[src/rtl/mpuf_eval_ctrl.sv]
// Evaluation controller for the multi-PUF array: arms, settles and samples the cells
// VOTES times per challenge and returns a per-bit majority vote plus unanimity mask.

module mpuf_vote_lane #(
  parameter int VOTES = 5
) (
  input  logic clk,
  input  logic clr_n,
  input  logic clear,
  input  logic sample,
  input  logic last,
  input  logic bit_in,
  output logic data,
  output logic stable
);
  localparam int            VW   = $clog2(VOTES + 1);
  localparam logic [VW-1:0] HALF = VW'(VOTES / 2);

  logic [VW-1:0] ones;
  logic          seen0, seen1;
  logic [VW-1:0] ones_next;
  logic          seen0_next, seen1_next;

  // Include the in-flight sample so the final vote lands on the SAMPLE->DONE edge.
  assign ones_next  = ones + VW'(bit_in);
  assign seen0_next = seen0 | ~bit_in;
  assign seen1_next = seen1 | bit_in;

  always_ff @(posedge clk or negedge clr_n) begin
    if (!clr_n) begin
      ones   <= '0;
      seen0  <= 1'b0;
      seen1  <= 1'b0;
      data   <= 1'b0;
      stable <= 1'b0;
    end else if (clear) begin
      ones  <= '0;
      seen0 <= 1'b0;
      seen1 <= 1'b0;
    end else if (sample) begin
      ones  <= ones_next;
      seen0 <= seen0_next;
      seen1 <= seen1_next;
      if (last) begin
        data   <= (ones_next > HALF);
        stable <= ~(seen0_next & seen1_next);
      end
    end
  end
endmodule

module mpuf_eval_ctrl #(
  parameter int N_CH    = 32,
  parameter int CW      = 32,
  parameter int ARM_CYC = 2,
  parameter int SETTLE  = 8,
  parameter int VOTES   = 5
) (
  input  logic            clk,
  input  logic            clr_n,
  input  logic            req_valid,
  output logic            req_ready,
  input  logic [CW-1:0]   req_chal,
  output logic [CW-1:0]   puf_chal,
  output logic            puf_clr,
  input  logic [N_CH-1:0] puf_resp,
  output logic            resp_valid,
  input  logic            resp_ready,
  output logic [N_CH-1:0] resp_data,
  output logic [N_CH-1:0] resp_stable,
  output logic            busy
);
  localparam int             VW          = $clog2(VOTES + 1);
  localparam int             CMAX        = (ARM_CYC > SETTLE) ? ARM_CYC : SETTLE;
  localparam int             CCW         = $clog2(CMAX + 1);
  localparam logic [VW-1:0]  LAST_VOTE   = VW'(VOTES - 1);
  localparam logic [CCW-1:0] ARM_LAST    = CCW'(ARM_CYC - 1);
  localparam logic [CCW-1:0] SETTLE_LAST = CCW'(SETTLE - 1);

  if ((VOTES % 2) == 0 || VOTES < 1) begin : g_bad_votes
    $error("mpuf_eval_ctrl: VOTES must be odd and >= 1");
  end
  if (ARM_CYC < 1 || SETTLE < 1) begin : g_bad_timing
    $error("mpuf_eval_ctrl: ARM_CYC and SETTLE must be >= 1");
  end

  typedef enum logic [2:0] {S_IDLE, S_ARM, S_SETTLE, S_SAMPLE, S_DONE} state_t;

  state_t         state;
  logic [CCW-1:0] cyc;
  logic [VW-1:0]  vote_idx;
  logic           start, sample, last;

  assign start  = (state == S_IDLE) && req_valid;
  assign sample = (state == S_SAMPLE);
  assign last   = (vote_idx == LAST_VOTE);

  always_ff @(posedge clk or negedge clr_n) begin
    if (!clr_n) begin
      state      <= S_IDLE;
      cyc        <= '0;
      vote_idx   <= '0;
      puf_chal   <= '0;
      req_ready  <= 1'b1;
      puf_clr    <= 1'b1;
      resp_valid <= 1'b0;
      busy       <= 1'b0;
    end else begin
      case (state)
        S_IDLE: if (req_valid) begin
          puf_chal  <= req_chal;
          vote_idx  <= '0;
          cyc       <= '0;
          req_ready <= 1'b0;
          busy      <= 1'b1;
          state     <= S_ARM;
        end
        S_ARM: if (cyc == ARM_LAST) begin
          cyc     <= '0;
          puf_clr <= 1'b0;
          state   <= S_SETTLE;
        end else begin
          cyc <= cyc + 1'b1;
        end
        S_SETTLE: if (cyc == SETTLE_LAST) begin
          cyc   <= '0;
          state <= S_SAMPLE;
        end else begin
          cyc <= cyc + 1'b1;
        end
        S_SAMPLE: begin
          vote_idx <= vote_idx + 1'b1;
          puf_clr  <= 1'b1;
          if (last) begin
            resp_valid <= 1'b1;
            state      <= S_DONE;
          end else begin
            state <= S_ARM;
          end
        end
        // req_ready stays low here, so a concurrent request waits for IDLE.
        S_DONE: if (resp_ready) begin
          resp_valid <= 1'b0;
          req_ready  <= 1'b1;
          busy       <= 1'b0;
          state      <= S_IDLE;
        end
        default: state <= S_IDLE;
      endcase
    end
  end

  for (genvar i = 0; i < N_CH; i++) begin : g_lane
    mpuf_vote_lane #(.VOTES(VOTES)) u_lane (
      .clk    (clk),
      .clr_n  (clr_n),
      .clear  (start),
      .sample (sample),
      .last   (last),
      .bit_in (puf_resp[i]),
      .data   (resp_data[i]),
      .stable (resp_stable[i])
    );
  end
endmodule

[config.mk]
export PLATFORM = sky130hd
export DESIGN_NAME = mpuf_eval_ctrl
export DESIGN_NICKNAME = d
export VERILOG_FILES = /design/src/rtl/mpuf_eval_ctrl.sv
export SDC_FILE = /design/constraint.sdc
export NUM_CORES = 1
export LEC_CHECK = 0
export ABC_AREA = 1
export BUFFER_PORTS_ARGS = -buffer_cell sky130_fd_sc_hd__buf_2
export CAP_MARGIN = 20
export CORE_MARGIN = 10
export CORE_UTILIZATION = 55
export DETAILED_ROUTE_END_ITERATION = 8
export PLACE_DENSITY_LB_ADDON = 0.25
export SYNTH_ARGS = -nofsm -noshare
export SYNTH_HDL_FRONTEND = slang
export SYNTH_SLANG_ARGS = --single-unit
[constraint.sdc]
create_clock -name clk -period 1.9 [get_ports clk]
set_input_delay 0.19 -clock clk [delete_from_list [all_inputs] [get_ports clk]]
set_output_delay 0.19 -clock clk [all_outputs]
set_load 0.05 [all_outputs]
==> metrics.cfg <==
[outcome]
outcome = completed

[cts]
cts_root_buffer = clkbuf_16
h-tree-depth = 1
post_cts_resized = 0
cts_setup_buffers = 0
path_clk_slew_ns = 0.06
clk_latency_ns = 0.55
cts_tree = built
cts_buffers = 29
cts_sinks = 270
clockBufferDepth = 3

[setup_path]
rr_startpoint = state[2]
worstSetupPathType = register to register
critPathMaxStageDelay_ns = 0.43
end_kind = register
worst_setup_path_start_kind = register
required_ns = 2.36
cp_data_arrival_time_ns = 2.14
worst-path-max-fanout = 39
rr_worst_depth = 6
reg2reg_to = g_lane[2].u_lane.stable
rrSetupSlack_ns = 0.21
cp_cell_sequence = inv_2 -> nand3_4 -> nor2_4 -> buf_4 -> nor2_1 -> a31oi_1
cp_slowest_cell = dfrtp_1

[timing]
fmax_mhz = 591.9
fin_crit_sh_pct = 88.92
worst_pin_slew_ns = 0.5832
tns_ns = 0
finalMaxSlewViolations = 0
final-setup-viol-count = 0
min_period_ns = 1.689
final_hold_viol_count = 0
rsz0062_at_grt = no
finalClockSkew_ns = 0.01376
slew_headroom_pct = 61.12

[worst_hold_path]
hold_path_class = input pin to register
worstHoldStart = puf_resp[4]
min_path_cells = 4
hold_end = g_lane[4].u_lane.ones[0]

[global_routing]
grt_pass1_wl_um = 46390
antenna_found_initial = 0
grt_max_degree = 128
grt_pass1_vias = 9479
grt.total_usage_pct = 18.97
overflow = 0

[pwr]
ir_worst_vdd_mv = 1.096
p_leak_uw = 0.007676
p_per_area_nw_per_um2 = 1770

[die]
num_io_pins = 168
die-area_sq_um = 28980
dieWidth_um = 170.2
die_h_um = 170.2
core_sq_um = 22030
num_rows = 54
start_util_pct = 56.36

[finish]
seqCellArea_sq_um = 6759
finalNonFillerCells = 1775
fillers = 1729
nNetsFinal = 1609
multiInputGateArea_sq_um = 4648
syn2layout_area_growth_pct = 18.47
antenna_cells = 0
drive_above_1_share_pct = 17.99

[detailed_routing]
vias = 9282
drt_iter0_drc = 677
via_per_inst = 5.229
firstDrtPassIters = 5
ant_nets = 0
drcViolationCount = 0
drt-total-wl_um = 27190
wl_per_cell_um = 15.32

[logic_synthesis]
ys_ff_latch = 270
yosysSeqAreaShare_pct = 54.45
syn_nets = 1454
syn_area_per_cell_sq_um = 9.418
syn_inst = 1318
post_synth_num_cell_types = 24
ys_warn_count = 0
netlist_area_sq_um = 12410

[placement]
place_hpwl_um = 17210
gp_congestion = 0.7981
portBuffers = 167
place_inst = 1658

[job]
cap_violations = 0

## where the power goes
part | leakage (uW) | internal (uW) | total (uW) | switching [uW]
Combinational | 0.00382 | 3210 | 10800 | 7580
Clock | 0.000494 | 3500 | 5760 | 2250
Sequential | 0.00336 | 8160 | 9490 | 1340
Total | 0.00768 | 14900 | 26000 | 11200
## critical path: cells and delay by family (launching register included)
family,cells,cell delay (ns)
and+or+nand+nor,3,0.45
AOI/OAI and AO/OA,1,0.16
buffers and inverters,2,0.56
DFF,1,0.43
## per-stage QoR
stage	hold slack [ns]	worst slack, ns	total power, uW	area, sq um	utilization [%]
after floorplan	-0.1056	0.4851	17920	12410	-
after global placement	0.1567	0.2932	19930	13070	59.34
after detailed placement	0.1601	0.2069	20300	13070	59.34
after CTS	0.01810	0.1897	26250	14710	66.76
after global routing	0.04535	0.02116	27910	14710	66.76
final	0.04223	0.2105	26030	14710	66.76
## registers in the layout, indices dropped and copies added, names as in the netlist
signal,count
puf_clr,1
g_lane.u_lane.seen0,32
busy,1
g_lane.u_lane.data,32
puf_chal,32
cyc,4
g_lane.u_lane.ones,96
g_lane.u_lane.stable,32
state,3
vote_idx,3
req_ready,1
g_lane.u_lane.seen1,32
resp_valid,1
## cell type report
cell class              instances  area share (%)
multi-input cells             870           31.61
inverters                      48           1.234
clock buffers                  46           6.118
repair buffers                254           12.05
well taps                     280           2.382
clock inverters                 7          0.6466
flip-flops and latches        270           45.96
## layer usage
metal  global-route usage [%]  wire length [um]  up-vias
li1                         -                 -     4585
met1                    24.29             11930     4425
met2                    31.37             12880      229
met3                    5.137              1899       43
met4                    4.729               478        0
met5                        0                 0        -
## cell usage in the layout, fill, tap and decap left out, types with 11 or more instances in the layout
| master | synthesis | layout |
|---|---|---|
| buf_2 | 37 | 166 |
| o21ai_0 | 58 | 58 |
| inv_1 | 44 | 44 |
| xnor2_1 | 33 | 33 |
| dfrtp_1 | 268 | 268 |
| o211a_1 | 21 | 21 |
| ha_1 | 68 | 68 |
| nand3_1 | 107 | 106 |
| clkbuf_8 | 0 | 11 |
| a31oi_1 | 54 | 54 |
| clkbuf_16 | 0 | 29 |
| or2_2 | 24 | 24 |
| a21oi_1 | 36 | 36 |
| dlygate4sd3_1 | 0 | 64 |
| nand2_1 | 381 | 381 |
| buf_4 | 71 | 14 |
| nor2_1 | 83 | 83 |
## worst max-delay path by stage
stage	slack, ns	depth (start not counted)	from	to
floorplan	0.49	6	state[1]	g_lane[23].u_lane.ones[2]
global placement	0.29	6	state[2]	g_lane[9].u_lane.data
detailed placement	0.21	6	state[2]	g_lane[24].u_lane.stable
CTS	0.19	6	state[2]	g_lane[23].u_lane.data
global route	0.02	6	state[2]	g_lane[8].u_lane.stable
finish	0.21	6	state[2]	g_lane[2].u_lane.stable
## logic make-up after synthesis
| kind of cell | count (synthesis) | synth area share (%) |
|---|---|---|
| buffers and inverters | 178 | 8.265 |
| xor gates and xnor gates | 33 | 2.328 |
| adders and majority gates | 68 | 6.854 |
| AOI/OAI and AO/OA | 169 | 8.205 |
| DFF | 270 | 54.45 |
| and+or+nand+nor | 600 | 19.90 |
## repair_timing
| action | in CTS | in global routing |
|---|---|---|
| setup endpoints to repair | 0 | 0 |
| hold buffers | 64 | 0 |
| hold endpoints to repair | 145 | 0 |
## cells in the mapped netlist
cell      count  share of area (%)
a21oi_1      36                1.5
a31oi_1      54                2.7
buf_1         1              0.030
buf_2        37                1.5
buf_4        71                4.3
buf_6         6               0.54
clkbuf_1     15               0.45
clkinv_1      1              0.030
dfrtp_1     268                 54
dfstp_2       2               0.42
ha_1         68                6.9
inv_1        44                1.3
inv_2         3              0.091
nand2_1     381                 12
nand3_1     107                4.3
nand3_2       1              0.081
nand3b_1      2               0.12
nand4_1       1              0.050
nor2_1       83                2.5
nor2_4        1              0.091
o211a_1      21                1.7
o21ai_0      58                2.3
or2_2        24                1.2
xnor2_1      33                2.3
(Power assumes the default switching activity.)
